[src/rtl/asg_deser.sv]
// asg_deser: assembles one packed TOTAL_W-bit variable assignment from an
// LSB-first stream of CHUNK_W-bit beats and hands it downstream through a
// valid/ready handshake. Framing errors (short/long frames) raise a
// single-cycle err_len pulse and never produce an assignment.
//
// Optional build macro ASG_COUNT_EN adds the asg_count (handshakes, wrapping)
// and err_count (error pulses, saturating) statistics outputs.
//
// state     | meaning
// S_FILL    | accepting beats, writing them into asg_data
// S_HOLD    | assignment complete, asg_valid high, waiting for asg_ready
// S_DISCARD | long frame detected, dropping beats until in_last
module asg_deser #(
  parameter int TOTAL_W = 551,
  parameter int CHUNK_W = 32
) (
  input  logic               clk,
  input  logic               rst,
  input  logic               in_valid,
  output logic               in_ready,
  input  logic [CHUNK_W-1:0] in_data,
  input  logic               in_last,
  output logic               asg_valid,
  input  logic               asg_ready,
  output logic [TOTAL_W-1:0] asg_data,
  output logic               err_len
`ifdef ASG_COUNT_EN
  ,
  output logic [31:0]        asg_count,
  output logic [15:0]        err_count
`endif
);

  localparam int NBEATS = (TOTAL_W + CHUNK_W - 1) / CHUNK_W;
  localparam int CNT_W  = (NBEATS > 1) ? $clog2(NBEATS) : 1;
  localparam logic [CNT_W-1:0] LAST_BEAT = CNT_W'(NBEATS - 1);

  typedef enum logic [1:0] {
    S_FILL    = 2'd0,
    S_HOLD    = 2'd1,
    S_DISCARD = 2'd2
  } state_t;

  state_t             r_state;
  state_t             w_state_nxt;
  logic [CNT_W-1:0]   r_cnt;
  logic [CNT_W-1:0]   w_cnt_nxt;
  logic               r_err;
  logic               w_err_nxt;
  logic               w_wr;
  logic               w_accept;
  logic [TOTAL_W-1:0] r_data;
  logic [TOTAL_W-1:0] w_mask;
  logic [TOTAL_W-1:0] w_rep;

  assign w_accept  = in_valid && in_ready;
  // Both flags decode the state register only, so asg_ready never reaches in_ready.
  assign in_ready  = (r_state != S_HOLD);
  assign asg_valid = (r_state == S_HOLD);
  assign asg_data  = r_data;
  assign err_len   = r_err;

  // The beat replicated across the whole vector; truncation drops the unused top
  // of the last beat, so those in_data bits never reach asg_data.
  assign w_rep = TOTAL_W'({NBEATS{in_data}});

  // Select the slice of asg_data owned by the current beat index.
  always_comb begin
    w_mask = '0;
    for (int i = 0; i < TOTAL_W; i++) begin
      w_mask[i] = (CNT_W'(i / CHUNK_W) == r_cnt);
    end
  end

  // State, beat counter and error pulse registers.
  always_ff @(posedge clk or posedge rst) begin
    if (rst) begin
      r_state <= S_FILL;
      r_cnt   <= '0;
      r_err   <= 1'b0;
    end else begin
      r_state <= w_state_nxt;
      r_cnt   <= w_cnt_nxt;
      r_err   <= w_err_nxt;
    end
  end

  // Next-state, counter and framing-error decode.
  always_comb begin
    w_state_nxt = r_state;
    w_cnt_nxt   = r_cnt;
    w_err_nxt   = 1'b0;
    w_wr        = 1'b0;
    unique case (r_state)
      S_FILL: begin
        if (w_accept) begin
          w_wr = 1'b1;
          if (r_cnt == LAST_BEAT) begin
            w_cnt_nxt = '0;
            if (in_last) begin
              w_state_nxt = S_HOLD;
            end else begin
              w_state_nxt = S_DISCARD;
              w_err_nxt   = 1'b1;
            end
          end else if (in_last) begin
            w_cnt_nxt = '0;
            w_err_nxt = 1'b1;
          end else begin
            w_cnt_nxt = r_cnt + 1'b1;
          end
        end
      end
      S_HOLD: begin
        if (asg_ready) begin
          w_state_nxt = S_FILL;
        end
      end
      S_DISCARD: begin
        if (w_accept && in_last) begin
          w_state_nxt = S_FILL;
          w_cnt_nxt   = '0;
        end
      end
      default: begin
        w_state_nxt = S_FILL;
        w_cnt_nxt   = '0;
      end
    endcase
  end

  // Assignment register: only the current beat's slice is overwritten.
  always_ff @(posedge clk or posedge rst) begin
    if (rst) begin
      r_data <= '0;
    end else if (w_wr) begin
      r_data <= (r_data & ~w_mask) | (w_rep & w_mask);
    end
  end

`ifdef ASG_COUNT_EN
  logic [31:0] r_asg_count;
  logic [15:0] r_err_count;

  assign asg_count = r_asg_count;
  assign err_count = r_err_count;

  // Handshake counter wraps; error counter saturates.
  always_ff @(posedge clk or posedge rst) begin
    if (rst) begin
      r_asg_count <= '0;
      r_err_count <= '0;
    end else begin
      if (asg_valid && asg_ready) begin
        r_asg_count <= r_asg_count + 32'd1;
      end
      if (r_err && (r_err_count != 16'hFFFF)) begin
        r_err_count <= r_err_count + 16'd1;
      end
    end
  end
`endif

endmodule

[config.mk]
export PLATFORM = sky130hd
export DESIGN_NAME = asg_deser
export DESIGN_NICKNAME = d
export VERILOG_FILES = /design/src/rtl/asg_deser.sv
export SDC_FILE = /design/constraint.sdc
export NUM_CORES = 1
export LEC_CHECK = 0
export ABC_AREA = 0
export ABC_CLOCK_PERIOD_IN_PS = 36500
export CAP_MARGIN = 20
export CORE_AREA = 2 2 231 233
export CTS_CLUSTER_SIZE = 10
export DETAILED_ROUTE_END_ITERATION = 16
export DIE_AREA = 0 0 233 235
export GPL_ROUTABILITY_DRIVEN = 1
export HOLD_SLACK_MARGIN = 0.05
export PLACE_DENSITY_LB_ADDON = 0.3
export SYNTH_ARGS = -nofsm -noshare
export SYNTH_HDL_FRONTEND = slang
export SYNTH_SLANG_ARGS = --single-unit
[constraint.sdc]
create_clock -name clk -period 36.5 [get_ports clk]
set_input_delay 7.3 -clock clk [delete_from_list [all_inputs] [get_ports clk]]
set_output_delay 7.3 -clock clk [all_outputs]
set_load 0.03 [all_outputs]
* Word-level counts from Yosys, hierarchy flattened *
Cells that the tools add are included.

storage, ports and cells
  bits in registers = 559
  word-level logic and storage cells = 59

operators by class
  $add $sub $neg = 1
  eq/ne operators = 25
  muxes and demuxes = 18
  bitwise logic cells = 5
  reduce and logical (&&, ||, !) cells = 6

operators with widths
  cell                                                   count
  bitwise AND 551 bit                                    2
  inverter 551 bit                                       1
  OR 551 bit                                             1
  equality test 4 x 5 -> 1 bit, first input constant     8
  equality test 3 x 5 -> 1 bit, first input constant     4
  two-way mux 5 bit                                      4
  one-hot mux 5 bit (3 select lines)                     1
  equality test 2 x 5 -> 1 bit, first input constant     2
  equality test 5 bit, first input constant              2
  two-way mux 2 bit                                      5
  two-way mux 1 bit                                      7
  inequality test 2 bit, second input constant           3
  one-hot mux 2 bit (3 select lines)                     1
  adder 5 x 1 -> 5 bit, second input constant            1
  equality test 1 x 5 -> 1 bit, first input constant     1
  equality test 5 bit, second input constant             1
  logical NOT 5 bit                                      1
  inequality test 2 x 1 -> 1 bit, second input constant  2
  AND reduction 4 bit                                    1
  AND reduction 3 bit                                    1
  equality test 2 x 1 -> 1 bit, second input constant    1
  equality test 2 bit, second input constant             1
  logical AND 1 bit                                      2
  logical NOT 2 bit                                      1
  inverter 1 bit                                         1

* Logic depth before layout (Yosys ltp) *
Gate-level depths: netlist (run 1).

  word-level depth = 5
  gate-level depth with buffers = 7
  gate-level depth less buffers = 5

* Worst setup path before layout (run 1) *
No wires, ideal clock.

  kind = input -> register
  start point = input in_valid
  end point = register (tool-made name)
  data arrival time = 8.420 ns
  required time = 36.375 ns
  slack = 27.955 ns
  stages = 6
  cells stage by stage = nor4b_4 buf_4 and3_1 clkbuf_2 buf_4 mux2_2

RTL lines
  what                RTL line  text
  start: declaration  19        input logic in_valid,

==> results of run 1 <==
cells in the final DEF, fill, tap and decap left out, drive strengths merged:
master and count:
xnor2 1, mux2i 3, and2 1, nand2b 5
ha 5, o21ai 1, or3 2, nand4 4
o211ai 1, and3 5, nand4b 1, mux2 552
nor3b 2, or2 1, nand3 5, and4 3
nor2b 3, a21oi 3, nand2 4, nor2 3
clkbuf 76, nor4b 2, or4 1, buf 20
or3b 2, clkinv 7, dfrtp 559, o22ai 1
nor4bb 1, diode 1, clkdlybuf4s50 590, inv 8
logic make-up (layout without fill, tap and decap cells):
group | Yosys count | after routing | share of synthesized area [%]
multiplexers | 555 | 555 | 29.40
AND/OR/NAND/NOR | 45 | 45 | 1.479
flip-flops | 559 | 559 | 65.85
adder cells (fa/ha/maj) | 5 | 5 | 0.2945
other | 0 | 1 | 0
XOR/XNOR | 1 | 1 | 0.04124
AO/OA/AOI/OAI | 6 | 6 | 0.1590
buffers and inverters | 104 | 701 | 2.768
through the flow:
step	worst slack (ns)	total power [mW]	utilization, %	std cells
2_1_floorplan	13.57	1.251	-	1275
3_3_place_gp	26.16	1.600	52.90	2472
3_5_place_dp	26.08	1.615	52.90	2472
4_1_cts	26.73	2.202	56.40	2557
5_1_grt	26.31	2.264	56.52	2560
6_report	26.78	2.178	56.53	2561
worst max-delay path: cells and delay by family:
kind / cells / cell delay, ns
buf+inv: 4 / 2.75
worst max-delay path by stage:
stage | start | to | slack [ns] | cells after the start
finish | rst | asynchronous set/reset pin | 26.78 | 4
global route | rst | asynchronous set/reset pin | 26.31 | 4
CTS | rst | asynchronous set/reset pin | 26.73 | 4
detailed placement | rst | asynchronous set/reset pin | 26.08 | 4
global placement | rst | asynchronous set/reset pin | 26.16 | 4
floorplan | rst | asynchronous set/reset pin | 13.57 | 1
metal layers:
layer  track usage (%)  vias up
li1                  -     5623
met4             9.226        2
met5                 0        -
met3             7.476      112
met2             38.41      431
met1             28.96     6943
power breakdown:
group	switching (mW)	leakage [nW]	internal (mW)	total, mW
Sequential	0.0732	7.40	0.757	0.830
Combinational	0.438	5.30	0.333	0.771
Clock	0.241	0.899	0.336	0.577
layout make-up:
cell class	count	area, um^2	share of cell area (%)
Sequential cell	559	13990	47.37
Clock buffer	76	1742	5.898
Multi-Input combinational cell	612	6705	22.71
Inverter	6	30.03	0.1017
Tap cell	688	860.8	2.915
Timing Repair Buffer	610	6113	20.70
Antenna cell	1	2.502	0.008475
Clock inverter	9	86.33	0.2924
==> results.py, run 1 <==
metrics = {
    "status": {
        "status": "finished clean",
    },
    "finish": {
        "final_nets": 1898,
        "fillers": 4233,
        "design_area_um2": 29530,
        "syn2layout_area_growth_pct": 39.01,
        "drive_gt1_share_pct": 34.83,
    },
    "sta": {
        "fin_skew_ns": 0.01753,
        "worst_pin_slew_ns": 1.106,
        "finalSetupViolCount": 0,
        "maxSlewHeadroom_pct": 26.24,
        "slew_violations": 0,
        "fmax_mhz": 102.8,
        "min_period_ns": 9.725,
        "fin_setup_tns_ns": 0,
        "finalCritPeriodShare_pct": 26.64,
        "hold_viol_final": 0,
        "rsz0062_at_grt": "false",
        "hold_ws_ns": 0.4825,
    },
    "grt": {
        "grt_usage_pct": 23.52,
        "overflow": 0,
        "grt_pass1_wl_um": 95490,
        "grt_pass1_vias": 14020,
        "antenna_found_initial": 1,
        "grt_max_degree": 165,
    },
    "routing": {
        "drt_iter0_drc": 627,
        "vias": 13110,
        "wl_um": 64130,
        "drc": 0,
        "dr.pass1.iters": 4,
        "wl_met1_um": 25860,
        "dr.max_layer_used": "met5",
        "viasPerCell": 5.119,
        "met2_length_um": 31150,
        "avgRoutedWirePerCell_um": 25.04,
        "wl_met3_um": 4892,
        "postRouteAntennaNets": 0,
    },
    "critical_path": {
        "crit_arrival_ns": 10.28,
        "critical_path.slowest_cell": "buf_4",
        "required_ns": 37.05,
        "startpoint_type": "input pin",
        "path_class": "input pin to asynchronous set/reset pin",
        "end_kind": "asynchronous set/reset pin",
        "crit_top_cell": "buf_4",
        "cp_cell_sequence": "clkdlybuf4s50_1 -> inv_8 -> buf_4 -> buf_4",
        "max_stage_delay_ns": 0.88,
        "crit_fanout": 105,
        "r2r-start": "r_state[1]$_DFFE_PP0P_",
        "reg2reg_depth": 3,
        "r2r_setup_slack_ns": 33.66,
    },
    "yosys": {
        "ys.flop_type": "dfrtp_1",
        "ys_top_cells_by_area": "dfrtp_1 (66%), mux2_2 (28%), mux2_1 (0.90%), buf_4 (0.64%), clkbuf_1 (0.64%)",
        "async_flop_share_pct": 100.0,
        "synth_fp_nets": 1317,
        "yosysSeqAreaShare_pct": 65.85,
        "synth_enable_flop_cells": 0,
        "synth_commonest_cells": "dfrtp_1 (559), mux2_2 (535), clkbuf_1 (36), buf_2 (26), buf_4 (18)",
        "synth_top_area_share_pct": 65.85,
        "synth_warnings": 0,
        "synth_cells": 1275,
        "post-synth-top-count-cell": "dfrtp_1",
        "avgSynthCellArea_um2": 16.66,
        "synth_top_cell_by_area": "dfrtp_1",
        "netlist_area_um2": 21240,
        "yosys.cell_types.count": 37,
        "ys_ff_latch": 559,
    },
    "clock_tree": {
        "htree_num_levels": 3,
        "clockBufferDepth": 3,
        "cts_setup_buffers": 0,
        "cts_tree": "done",
        "clkTransAtPathRegs_ns": 0.05,
        "root_buffer": "clkbuf_16",
        "cts_resized": 0,
        "ctsHoldBuffers": 0,
        "clk_latency_ns": 0.59,
        "numCtsBuffers": 67,
        "clock_sinks": 559,
    },
    "placement": {
        "place.gp.congestion": 0.7622,
        "dp_hpwl_um": 44300,
        "placed_cell_area_um2": 27630,
        "numPortBuffers": 590,
    },
    "power_and_ir_drop": {
        "peakVddDrop_uv": 54.60,
        "p_leak_nw": 13.60,
        "powerDensity_nw_per_um2": 73.75,
    },
    "die": {
        "die_x_um": 233,
        "core-area_um2": 52240,
        "die-area_um2": 54760,
        "start_util_pct": 40.67,
        "pin_count": 591,
        "die_h_um": 235,
        "rows": 84,
    },
    "worst_hold_path": {
        "whs_path_depth": 1,
        "hp-class": "register to register",
    },
    "job": {
        "drv_cap": 0,
    },
}
Power figures use the tool's default switching activity.
==> inputs of run 2 (changes only) <==
- ABC_CLOCK_PERIOD_IN_PS: 36500 -> 9900
- CORE_AREA: 2 2 231 233 -> 2 2 227 229
- DIE_AREA: 0 0 233 235 -> 0 0 229 231
- clock period: 36.5 -> 9.9 ns (I/O delays scaled with it)
==> run 2 against run 1 <==
Combinational power rose to 3.7 times the previous value. Die area down 3.4%. Design area down 0.46%. Register-to-register slack worse by 27 ns. First-iteration DRC count up 1.3%. Sequential share of layout area up 0.22 points. Largest power group unchanged. Highest routed layer unchanged.
==> results.py, run 2 (synthesized netlist as in run 1, its figures left out) <==
metrics = {
    "status": {
        "status": "finished clean",
    },
    "sta": {
        "finalSetupViolCount": 0,
        "finalCritPeriodShare_pct": 42.42,
        "slew_violations": 0,
        "fin_setup_tns_ns": 0,
        "min_period_ns": 4.200,
        "hold_viol_final": 0,
        "rsz0062_at_grt": "false",
        "fmax_mhz": 238.1,
        "worst_pin_slew_ns": 1.178,
        "fin_skew_ns": 0.01538,
        "maxSlewHeadroom_pct": 21.44,
    },
    "power_and_ir_drop": {
        "switching_share_pct": 34.34,
        "powerDensity_nw_per_um2": 272.8,
        "cell_internal_pwr_mw": 5.265,
        "p_sw_mw": 2.754,
        "pwr-share-comb_pct": 35.6,
        "p_leak_nw": 13.52,
        "pwr-share-seq_pct": 38.0,
        "peakVddDrop_uv": 181.9,
        "pwr-share-clk_pct": 26.4,
    },
    "clock_tree": {
        "htree_num_levels": 3,
        "clockBufferDepth": 3,
        "clock_sinks": 559,
        "clkTransAtPathRegs_ns": 0.05,
        "numCtsBuffers": 66,
        "clk_latency_ns": 0.58,
        "cts_tree": "done",
        "root_buffer": "clkbuf_16",
        "ctsHoldBuffers": 0,
        "cts_setup_buffers": 0,
        "cts_resized": 0,
    },
    "grt": {
        "overflow": 0,
        "grt_pass1_vias": 13970,
        "antenna_found_initial": 1,
        "grt_max_degree": 167,
        "grt_usage_pct": 23.87,
        "grt_pass1_wl_um": 93530,
    },
    "finish": {
        "fillers": 4075,
        "design_area_um2": 29390,
        "num_antenna_cells": 0,
        "mostFrequentLayoutCells": "clkdlybuf4s50_1 (590), dfrtp_1 (559), mux2_2 (535)",
        "drive_gt1_share_pct": 34.48,
        "final_nets": 1891,
        "syn2layout_area_growth_pct": 38.38,
        "mostFrequentLayoutCell": "clkdlybuf4s50_1",
    },
    "die": {
        "die-area_um2": 52900,
        "die_h_um": 231,
        "die_x_um": 229,
        "start_util_pct": 41.91,
        "rows": 83,
        "pin_count": 591,
        "core-area_um2": 50680,
    },
    "critical_path": {
        "end_kind": "register",
        "startpoint_type": "input pin",
        "crit_arrival_ns": 4.65,
        "required_ns": 10.35,
        "crit_fanout": 32,
        "path_class": "input pin to register",
    },
    "placement": {
        "dp_hpwl_um": 43260,
        "numPortBuffers": 590,
        "placed_cell_area_um2": 27620,
        "place.gp.congestion": 0.7767,
    },
    "routing": {
        "wl_um": 63310,
        "drt_iter0_drc": 635,
        "viasPerCell": 5.087,
        "vias": 12900,
        "drc": 0,
        "dr.pass1.iters": 4,
        "avgRoutedWirePerCell_um": 24.97,
        "postRouteAntennaNets": 0,
    },
    "worst_hold_path": {
        "hp-class": "register to register",
    },
    "job": {
        "drv_cap": 0,
    },
}
## run 2: path summary, 6_finish.rpt
check                                  startpoint                         end  slack [ns]  depth (start not counted)
max                                      in_valid                    register        5.70                          4
min                                      register                    register        0.49                          1
max reg2reg                r_state[1]$_DFFE_PP0P_                    register        7.12                          3
min reg2reg                              register                    register        0.49                          1
max in group asynchronous                     rst  asynchronous set/reset pin        6.36                          4
min in group asynchronous                     rst  asynchronous set/reset pin        1.92                          3
## run 2: power groups by stage
stage / combinational [mW] / sequential, mW / clock (mW)
final: 2.85 / 3.05 / 2.12
after floorplan: 0.541 / 4.07 / 0
after CTS: 2.88 / 3.05 / 2.17
after detailed placement: 2.87 / 3.08 / 0
after global routing: 2.96 / 3.11 / 2.26
after global placement: 2.84 / 3.05 / 0
## run 2: area by class of cell
type / instances / area [um^2] / share of cell area [%]
inverters: 6 / 26.28 / 0.08939
flip-flops and latches: 559 / 13990 / 47.59
clock buffers: 70 / 1688 / 5.742
multi-input cells: 612 / 6705 / 22.81
clock inverters: 5 / 86.33 / 0.2937
well taps: 680 / 850.8 / 2.895
repair buffers: 604 / 6048 / 20.58
## run 2: critical path, stage by stage
cell and delay, ns:
clkdlybuf4s50_1 0.59, nor4b_4 0.58, nand3_2 0.90, mux2_2 0.58
## run 2: routing by layer
layer,track usage (%),vias up,share of wire [%]
met5,0,-,0.021
met4,9.050,2,3.1
met3,7.288,105,7.1
met2,39.64,430,49
met1,29.36,6779,41
li1,-,5585,-
## run 2: per-stage QoR
stage	hold slack, ns	setup slack [ns]	power, mW	std cells	utilization, %
3_5_place_dp	0.4754	5.093	5.958	2461	54.50
6_report	0.4870	5.700	8.019	2536	58.00
3_3_place_gp	0.4698	5.154	5.896	2461	54.50
4_1_cts	0.4872	5.711	8.106	2536	58.00
2_1_floorplan	0.5463	0.3103	4.613	1275	-
5_1_grt	0.4901	5.518	8.338	2536	58.00
==> inputs of run 3 (changes only) <==
- ABC_CLOCK_PERIOD_IN_PS: 9900 -> 4300
- clock period: 9.9 -> 4.3 ns (I/O delays scaled with it)
==> run 3 against run 2 <==
Non-clock buffer count rose by 15. Global-route usage is 0.56 points higher. First-iteration DRC count shrank 2.8%. Routed wire length increased by 1.9%. Combinational power up 130%. Register-to-register slack got worse by 5.5 ns. Clock-buffer cell count rose by 9. Via count up 1.9%. Critical path depth shrank 1. Setup slack got worse by 4.4 ns. Final cell count rose by 0.91%. Largest power group unchanged.
==> results.py, run 3 (synthesized netlist as in run 1, its figures left out) <==
metrics = {
    "power_and_ir_drop": {
        "pwr-share-comb_pct": 35.4,
        "cell_internal_pwr_mw": 12.30,
        "switching_share_pct": 34.27,
        "pwr-share-clk_pct": 27.0,
        "powerDensity_nw_per_um2": 628.9,
        "peakVddDrop_uv": 436.0,
        "pwr-share-seq_pct": 37.6,
        "p_leak_nw": 13.68,
        "p_sw_mw": 6.412,
    },
    "clock_tree": {
        "clock_sinks": 559,
        "numCtsBuffers": 67,
        "cts_tree": "done",
        "clockBufferDepth": 3,
        "ctsHoldBuffers": 0,
        "cts_resized": 0,
        "clkTransAtPathRegs_ns": 0.05,
        "cts_setup_buffers": 0,
        "htree_num_levels": 3,
        "root_buffer": "clkbuf_16",
        "clk_latency_ns": 0.59,
    },
    "routing": {
        "dr.pass1.iters": 4,
        "vias": 13140,
        "postRouteAntennaNets": 0,
        "wl_um": 64530,
        "drc": 0,
        "avgRoutedWirePerCell_um": 25.22,
        "drt_iter0_drc": 617,
        "viasPerCell": 5.135,
    },
    "placement": {
        "place.gp.congestion": 0.7789,
        "placed_cell_area_um2": 27870,
        "dp.cells": 2476,
        "numPortBuffers": 590,
        "dp_hpwl_um": 45280,
        "place_ws_ns": 0.7095,
    },
    "sta": {
        "finalSetupViolCount": 0,
        "worst_slack_ns": 1.266,
        "fin_skew_ns": 0.01718,
        "slew_violations": 0,
        "maxSlewHeadroom_pct": 31.54,
        "fmax_mhz": 329.6,
        "hold_viol_final": 0,
        "finalCritPeriodShare_pct": 70.55,
        "rsz0062_at_grt": "false",
        "worst_pin_slew_ns": 1.024,
        "min_period_ns": 3.034,
    },
    "die": {
        "pin_count": 591,
        "die-area_um2": 52900,
        "start_util_pct": 41.91,
        "core-area_um2": 50680,
        "rows": 83,
        "die_h_um": 231,
        "die_x_um": 229,
    },
    "critical_path": {
        "end_kind": "output pin",
        "critical_path.slowest_cell": "clkdlybuf4s50_1",
        "crit_family": "buffers and inverters",
        "path_class": "register to output pin",
        "r2r_setup_slack_ns": 1.66,
        "crit_arrival_ns": 2.17,
        "cp_cell_sequence": "nand2b_1 -> inv_1 -> clkdlybuf4s50_1",
        "path_buf_inv": 2,
        "crit_fanout": 11,
        "startpoint_type": "register",
        "required_ns": 3.44,
        "max_stage_delay_ns": 0.71,
    },
    "grt": {
        "overflow": 0,
        "grt_pass1_wl_um": 95760,
        "antenna_found_initial": 1,
        "grt_pass1_vias": 14120,
        "grt_max_degree": 106,
        "grt_usage_pct": 24.43,
    },
    "finish": {
        "syn2layout_area_growth_pct": 40.07,
        "design_area_um2": 29750,
        "final_nets": 1907,
        "drive_gt1_share_pct": 35.02,
        "mostFrequentLayoutCells": "clkdlybuf4s50_1 (590), dfrtp_1 (559), mux2_2 (535)",
        "final_cells": 2559,
        "mostFrequentLayoutCell": "clkdlybuf4s50_1",
        "num_antenna_cells": 0,
    },
    "worst_hold_path": {
        "hp-class": "register to register",
    },
    "job": {
        "drv_cap": 0,
    },
    "status": {
        "status": "finished clean",
    },
}
## run 3: changes by cell type in the layout (fill, tap and decap cells not counted)
cell / delta
clkbuf_16: +4
clkinvlp_4: +1
clkbuf_1: +5
inv_6: -2
buf_4: +4
buf_12: +11
## run 3: worst paths after layout
| kind | start | end | cells after the start |
|---|---|---|---|
| setup / recovery | r_state[0]$_DFFE_PP0P_ | asg_valid | 3 |
| hold / removal | register | register | 1 |
| setup reg to reg | r_state[1]$_DFFE_PP0P_ | register | 4 |
| hold reg to reg | register | register | 1 |
| max in group asynchronous | rst | asynchronous set/reset pin | 3 |
| min in group asynchronous | rst | asynchronous set/reset pin | 2 |
## run 3: routing by layer
layer  up-vias  routed length [um]  part of all wire [%]  GRT usage [%]
met5         -                  16                 0.025              0
met1      6928               26090                    40          30.24
met4         2                2394                   3.7          10.84
met2       462               31270                    48          39.59
met3       115                4761                   7.4          7.473
li1       5633                   -                     -              -
## run 3: stage by stage
step	TNS, ns	hold WS (ns)	utilization, %	power [mW]
finish	0	0.4896	58.71	18.71
global placement	0	0.4707	54.99	13.65
global route	0	0.5075	58.71	19.44
CTS	0	0.4931	58.71	18.90
detailed placement	0	0.4737	54.99	13.77
floorplan	-2330.88	0.5463	-	10.62
## run 3: layout make-up
type / count / area, um^2
Clock buffer: 79 / 1807
Clock inverter: 4 / 76.32
Fill cell: 4034 / 20930
Inverter: 6 / 26.28
Multi-Input combinational cell: 612 / 6705
Sequential cell: 559 / 13990
Tap cell: 680 / 850.8
Timing Repair Buffer: 619 / 6299
## run 3: power by group through the flow
stage	combinational, mW	sequential, mW	clock [mW]
2_1_floorplan	1.24	9.38	0
3_3_place_gp	6.60	7.05	0
3_5_place_dp	6.66	7.11	0
4_1_cts	6.68	7.04	5.18
5_1_grt	6.85	7.18	5.41
6_report	6.61	7.04	5.05
